<file path="src/rtl/pc_sequencer_pkg.sv">
// Shared types for the fetch sequencer.
// State encodings and the default interrupt vector.
package pc_sequencer_pkg;

  typedef enum logic [1:0] {
    ST_IDLE  = 2'd0,
    ST_FETCH = 2'd1,
    ST_STALL = 2'd2,
    ST_IRQ   = 2'd3
  } seq_state_t;

  localparam logic [31:0] IRQ_VEC_DEFAULT = 32'h0000_0010;

  // halt outranks stall when both are raised
  function automatic seq_state_t resume_state(
    input logic halt,
    input logic stall
  );
    if (halt) return ST_IDLE;
    if (stall) return ST_STALL;
    return ST_FETCH;
  endfunction

endpackage

</file>
<file path="src/rtl/program_counter_nbit.sv">
// N-bit program counter.
// Load has priority over increment; resets to zero.
module program_counter_nbit #(
  parameter int N = 32
) (
  input  logic         clk,
  input  logic         rst_n,
  input  logic [N-1:0] PCdata,
  input  logic         PCload,
  input  logic         PCinc,
  output logic [N-1:0] PCout
);

  localparam logic [N-1:0] ONE = {{(N-1){1'b0}}, 1'b1};

  always_ff @(posedge clk or negedge rst_n) begin
    if (!rst_n) begin
      PCout <= '0;
    end else if (PCload) begin
      PCout <= PCdata;
    end else if (PCinc) begin
      PCout <= PCout + ONE;
    end
  end

endmodule

</file>
<file path="src/rtl/pc_sequencer.sv">
// Fetch controller: drives the PC counter and the
// imem handshake, with branch, irq and iret handling.
module pc_sequencer
  import pc_sequencer_pkg::*;
#(
  parameter int          N       = 32,
  parameter logic [31:0] IRQ_VEC = IRQ_VEC_DEFAULT
) (
  input  logic         clk,
  input  logic         rst_n,
  input  logic         start,
  input  logic         halt,
  input  logic         stall,
  input  logic         branch_take,
  input  logic [N-1:0] branch_target,
  input  logic         irq_req,
  input  logic         iret,
  output logic         imem_req,
  output logic [N-1:0] imem_addr,
  input  logic         imem_ack,
  output logic         irq_ack,
  output logic         in_irq,
  output logic [N-1:0] epc,
  output logic         busy
);

  localparam logic [N-1:0] VEC = N'(IRQ_VEC);
  localparam logic [N-1:0] ONE = {{(N-1){1'b0}}, 1'b1};

  seq_state_t   state;
  logic [N-1:0] pc;
  logic [N-1:0] pc_plus1;
  logic [N-1:0] pc_data;
  logic         pc_load;
  logic         pc_inc;
  logic         boundary;
  logic         take_irq;
  logic         do_iret;

  assign pc_plus1 = pc + ONE;
  assign boundary = (state == ST_FETCH) && imem_ack;
  assign take_irq = boundary && irq_req && !in_irq;
  assign do_iret  = boundary && !take_irq && !branch_take
                    && iret && in_irq;

  always_comb begin
    pc_load = 1'b0;
    pc_inc  = 1'b0;
    pc_data = branch_target;
    if (state == ST_IRQ) begin
      pc_load = 1'b1;
      pc_data = VEC;
    end else if (boundary && !take_irq) begin
      if (branch_take) begin
        pc_load = 1'b1;
      end else if (do_iret) begin
        pc_load = 1'b1;
        pc_data = epc;
      end else begin
        pc_inc = 1'b1;
      end
    end
  end

  always_ff @(posedge clk or negedge rst_n) begin
    if (!rst_n) begin
      state  <= ST_IDLE;
      epc    <= '0;
      in_irq <= 1'b0;
    end else begin
      unique case (state)
        ST_IDLE: begin
          if (start) state <= ST_FETCH;
        end
        ST_FETCH: begin
          if (take_irq) state <= ST_IRQ;
          else if (boundary) state <= resume_state(halt, stall);
        end
        ST_STALL: state <= resume_state(halt, stall);
        ST_IRQ:   state <= resume_state(halt, stall);
      endcase
      // return lands on the branch target if one coincided
      if (take_irq)
        epc <= branch_take ? branch_target : pc_plus1;
      if (state == ST_IRQ) in_irq <= 1'b1;
      else if (do_iret) in_irq <= 1'b0;
    end
  end

  assign imem_req  = (state == ST_FETCH);
  assign irq_ack   = (state == ST_IRQ);
  assign busy      = (state != ST_IDLE);
  assign imem_addr = pc;

  program_counter_nbit #(.N(N)) u_pc (
    .clk    (clk),
    .rst_n  (rst_n),
    .PCdata (pc_data),
    .PCload (pc_load),
    .PCinc  (pc_inc),
    .PCout  (pc)
  );

endmodule

</file>
<file path="config.mk">
export PLATFORM = sky130hd
export DESIGN_NAME = pc_sequencer
export DESIGN_NICKNAME = d
export VERILOG_FILES = /design/src/rtl/pc_sequencer_pkg.sv /design/src/rtl/program_counter_nbit.sv /design/src/rtl/pc_sequencer.sv
export SDC_FILE = /design/constraint.sdc
export NUM_CORES = 1
export LEC_CHECK = 0
export CAP_MARGIN = 20
export CORE_MARGIN = 5
export CORE_UTILIZATION = 30
export CTS_BUF_LIST = sky130_fd_sc_hd__clkbuf_8
export DETAILED_ROUTE_END_ITERATION = 16
export GPL_TIMING_DRIVEN = 0
export HOLD_SLACK_MARGIN = 0.06
export PLACE_DENSITY_LB_ADDON = 0.15
export SETUP_SLACK_MARGIN = 0.2
export SYNTH_ARGS = -nofsm -noshare
export SYNTH_HDL_FRONTEND = slang
export SYNTH_SLANG_ARGS = --single-unit
</file>
<file path="constraint.sdc">
create_clock -name clk -period 3.8 [get_ports clk]
set_input_delay 0.38 -clock clk [delete_from_list [all_inputs] [get_ports clk]]
set_output_delay 0.38 -clock clk [all_outputs]
set_load 0.01 [all_outputs]
</file>
**Word level (Yosys, flattened, before mapping)**

Index checks and enable logic that the tools add are counted.
Widths: inputs -> output; s select.

- Add/subtract/negate cells: 1
- Equal/unequal tests: 5
- Mux-type cells: 44
- Reduce and logical (&&, ||, !) cells: 15

Operators by type and width:

| kind | count |
|---|---|
| $mux 32 | 7 |
| $add 32x1->32 const B | 1 |
| $mux 1 | 25 |
| $mux 2 | 11 |
| $pmux 2 s4 | 1 |
| $logic_and 1x1->1 | 7 |
| $reduce_bool 2->1 | 3 |
| $eq 2x2->1 const B | 2 |
| $logic_not 1->1 | 3 |
| $ne 3x1->1 const B | 1 |
| $eq 2x1->1 const B | 1 |
| $logic_not 2->1 | 1 |
| $ne 2x2->1 const B | 1 |
| $reduce_and 2->1 | 1 |

- Flip-flop bits (word level): 67
- Input bits: 41
- Output and inout bits: 68
- Logic and storage cells: 69

**Depth between registers and ports, before layout**

- Depth in word-level cells: 15
- Gate-level depth with buffers: 8

**Modules after synthesis**

From an unflattened synthesis, not the netlist that was laid out.

- Cell total of the unflattened synthesis: 593
- Area total of the unflattened synthesis: 4,628.2 um^2

Modules (own cells, without submodules):

| module | times used | cells each | area each (um^2) |
|---|---|---|---|
| pc_sequencer | 1 | 374 | 2,661.3 |
| program_counter_nbit | 1 | 219 | 1,966.9 |

**Least setup slack after synthesis**

No wires, ideal clock.

- Path kind: flip-flop to flip-flop
- Start: reg u_pc.PCout[0]
- End: reg u_pc.PCout[28]
- Setup time: 0.126 ns
- Arrival time: 2.039 ns
- Data required time: 3.674 ns
- Slack: 1.635 ns
- Cell stages (with the launch flop): 8
- Period minus slack after synthesis: 2.165 ns
- Path through: dfrtp_1 > ha_1 > nand3_2 > or2_2 > buf_6 > nor4_4 > o21ai_1 > a221o_1

- Cells in the longest elaborated chain, start to end: 3

Ends and longest elaborated chain:

| element | RTL line | text |
|---|---|---|
| start: declaration | program_counter_nbit.sv:11 | `output logic [N-1:0] PCout` |
| start signal: assignment | program_counter_nbit.sv:20 | `PCout <= PCdata;` |
| start signal: assignment | program_counter_nbit.sv:22 | `PCout <= PCout + ONE;` |
| $add 32x1->32 | program_counter_nbit.sv:22 |  |
| $mux 32 | program_counter_nbit.sv:21 | `end else if (PCinc) begin` |
| $mux 32 | program_counter_nbit.sv:19 | `end else if (PCload) begin` |

No other way between the ends. The select of a mux whose other input is x is not followed.
A chain may end at the register's enable or synchronous reset.

**Final worst setup path**

- Start: reg u_pc.PCout[0]
- End: reg u_pc.PCout[20]

Same word-level chain as after synthesis.

==> metrics.sh <==
OUTCOME='finished clean'
CTS_TREE='yes'
HOLDCRITPATHCLASS='input pin to asynchronous set/reset pin'
SYNTH-MAIN-FF-CELL='dfrtp_1'
DRT_PASS1_ITERATIONS=5
CTS_SINKS=67
TOTAL_NUMBER_OF_VIAS=4569
FINALINSTANCEAREA_SQ_MM=0.00599
SETUP.WORST_PATH.END='u_pc.PCout[20]$_DFFE_PN0P_'
MAXSLEWVIOLCOUNT=0
ROUTABILITYCONGESTION=0.868
YOSYSWARNINGCOUNT=0
NETLIST-CELL-TYPE-COUNT=58
DIE_Y_UM=132
PLACEDINSTANCEAREA_SQ_MM=0.00579
SETUP_VIOL=0
CRITPATHCAPTURETYPE='flop'
YOSYSMOSTFREQUENTCELL='nand2_1'
GR_OVFL_TOTAL=0
RR_WORST_DEPTH=6
POSTLAYOUTCOREUTIL_PCT=41.2
DRCVIOLATIONCOUNT=0
WORST_HOLD_SLACK_PS=424
SETUP.WORST_PATH.START_CLASS='flop'
SYN-CELL-AREA_SQ_MM=0.00445
ANTENNA-DIODE-COUNT=0
FIRST_PASS_GRT_WIRE_LENGTH_MM=26.3
CTS.REPAIR.RESIZED=0
TIMING.CRITICAL_PATH.ARRIVAL_PS=2760
FIN_CRIT_SH_PCT=66.1
PLACE.DETAILED.HPWL_MM=12.3
COMBINATIONALPOWERSHARE_PCT=47.7
TIMING.REG2REG.SETUP_SLACK_PS=1290
CLOCK-SKEW-FINAL_PS=7.18
SYNTH-SEQ-AREA-SHARE_PCT=37.7
REGTOREGSTARTPOINT='u_pc.PCout[0]$_DFFE_PN0P_'
NUMPORTBUFFERS=108
CTS_POST_SETUP_BUFFERS_INSERTED=0
POST_CTS_HOLD_BUFFER_COUNT=1
ROW_COUNT=44
DRIVE_ABOVE_1_SHARE_PCT=7.81
PWR_DENSITY_CELL_mW_PER_MM2=651
SWITCHING_SHARE_PCT=40.9
WORST_EP_REQUIRED_TIME_PS=4050
DIE-AREA_SQ_MM=0.0174
VIAS_PER_CELL=5.54
NETLIST_INSTANCES=514
IR_WORST_VDD_V=0.000306
CAP_VIOL_MAX_COUNT=0
LEAKAGEPOWER_nW=2.53
SLEW_HEADROOM_PCT=45.2
FLOW.AREA_GROWTH_FROM_SYNTHESIS_PCT=34.6
TOTAL_OF_FLIP_FLOPS_PLUS_LATCHES_AFTER_SYNTHESIS=67
SEQUENTIALPOWERSHARE_PCT=36.9
R2R_END='u_pc.PCout[20]$_DFFE_PN0P_'
PATH_CLK_SLEW_PS=80
WORSTSKEWPAIRLATENCY_PS=360
DIE_WIDTH_UM=132
SHARE_CLK_OF_TOTAL_POWER_PCT=15.5
REPORT.FINAL.HOLD_VIOL_COUNT=0
SYNTH_TOP_AREA_CELL='dfrtp_1'
CRITICAL_PATH.MAX_FANOUT=9
POWER.INTERNAL_W=0.00230
SYNTHESIS.AREA_PER_INSTANCE_SQ_UM=8.66
GRTUSAGETOTAL_PCT=19.3
INITIAL_ANTENNA_VIOLATION_COUNT=0
WORSTSETUPPATHTYPE='flop to flop'
ANT_NETS=0
SWITCHINGPOWER_W=0.00159
PLACEABLECOREAREA_SQ_MM=0.0145
CP-STARTPOINT='u_pc.PCout[0]$_DFFE_PN0P_'
SYNTH_TOP_CELLS_BY_COUNT='nand2_1 (77), dfrtp_1 (67), a21oi_1 (46)'
ROOT_BUFFER='clkbuf_8'
CTS_BUFFER_DEPTH=2
GRT_START_MAX_NET_PINS=53
CTS-BUFFERS-INSERTED=9
ASYNCSETRESETFLOPFRACSYNTH_PCT=100
POST_SYNTH_MAIN_AREA_CONTRIBUTORS='dfrtp_1 (38%), nand2_1 (6.5%), a21oi_1 (5.2%), o21ai_0 (4.8%), mux2i_1 (4.3%)'
FMAXACHIEVABLE_MHz=398
WORSTMARGINPINSLEW_PS=821
NUM_IO_PINS=109
POST_DRT_WL_PER_CELL_UM=20.8
FINALWORSTPATHREQUIREDPERIOD_PS=2510
VIA_COUNT_OF_THE_FIRST_GLOBAL_ROUTING_PASS=4569
DETAIL_ROUTE.ITER0.VIOLATIONS=316
LAYOUT.NETS=677
CTS-HTREE-LEVELS=3
POSTSYNTHNETCOUNT=556
UNREPAIRED_SETUP_ENDPOINTS_AFTER_GLOBAL_ROUTING='false'
ROUTED_WL_MM=17.1
INITIAL_UTILIZATION_PCT=30.6
YOSYS.AREA.TOP_TYPE_SHARE_PCT=37.7
SYNTH-EDFF-COUNT=0
==> registers in the layout (all words and copies together) (netlist names) <==
| register | cells |
|---|---|
| state | 2 |
| u_pc.PCout | 32 |
| epc | 32 |
| in_irq | 1 |
==> cells in the final DEF, fill, tap and decap left out, types with 5 or more instances in the layout <==
cell type	n
clkdlybuf4s50_1	107
nand2_1	77
dfrtp_1	67
a21oi_1	46
o21ai_0	43
nand3_1	25
clkbuf_1	25
and3_1	21
nor2_1	19
mux2i_1	19
xnor2_1	17
clkbuf_8	13
a221o_1	12
nor3_1	9
xor2_1	8
or3_1	7
nand3b_1	6
a21o_1	6
inv_1	6
buf_2	5
buf_4	5
nand2b_1	5
a211o_1	5
==> layer usage <==
layer	track usage, %	up-vias	routed length (um)
met5	0	-	0
met4	6.23	0	452
met3	4.96	30	1060
met2	30.9	166	7920
met1	25.6	2248	7720
li1	-	2125	-
==> logic make-up after synthesis <==
kind of cell / after synthesis / synth area share (%)
and+or+nand+nor: 209 / 26.5
xor gates and xnor gates: 25 / 4.92
buffers and inverters: 44 / 4.53
AOI/OAI and AO/OA: 144 / 20.6
adders and majority gates: 1 / 0.281
muxes: 24 / 5.54
DFF: 67 / 37.7
==> metrics by stage <==
step	std cells	TNS [ps]	worst slack [ps]	total power (W)
after floorplan	514	0	1630	0.00225
after global placement	806	-18090	-276	0.00328
after detailed placement	807	0	964	0.00331
after CTS	824	0	1300	0.00392
after global routing	824	0	1140	0.00415
final	824	0	1290	0.00390
==> power by group through the flow <==
stage / logic (W) / clock network, W / registers (W)
detailed placement: 0.00186 / 0 / 0.00144
finish: 0.00186 / 0.000603 / 0.00144
global placement: 0.00185 / 0 / 0.00143
floorplan: 0.000772 / 0 / 0.00148
global route: 0.00202 / 0.000636 / 0.00149
CTS: 0.00188 / 0.000613 / 0.00143
==> worst min-delay path by stage <==
stage,to,slack [ps],depth (start not counted)
3_3_place_gp,epc[4]$_DFFE_PN0P_,490,2
6_report,u_pc.PCout[22]$_DFFE_PN0P_,420,2
5_1_grt,u_pc.PCout[22]$_DFFE_PN0P_,450,2
4_1_cts,u_pc.PCout[22]$_DFFE_PN0P_,430,2
2_1_floorplan,epc[0]$_DFFE_PN0P_,80,0
3_5_place_dp,epc[20]$_DFFE_PN0P_,280,1
==> critical path: stages, from the launching register on <==
cell and delay [ps]:
dfrtp_1 520, ha_1 320, nand3_2 190, nor4_4 650, nand2_2 180, a21o_1 250, a211o_1 290
==> cell type report <==
| class | count | area, sq um |
|---|---|---|
| fill | 1495 | 8550 |
| multi-input combinational | 403 | 2570 |
| sequential | 67 | 1680 |
| timing repair buffer | 110 | 1120 |
| tap | 184 | 230 |
| buffer | 40 | 186 |
| clock buffer | 13 | 179 |
| inverter | 4 | 15.0 |
| clock inverter | 3 | 12.5 |
Note: power is estimated with default switching activity, not from simulation.
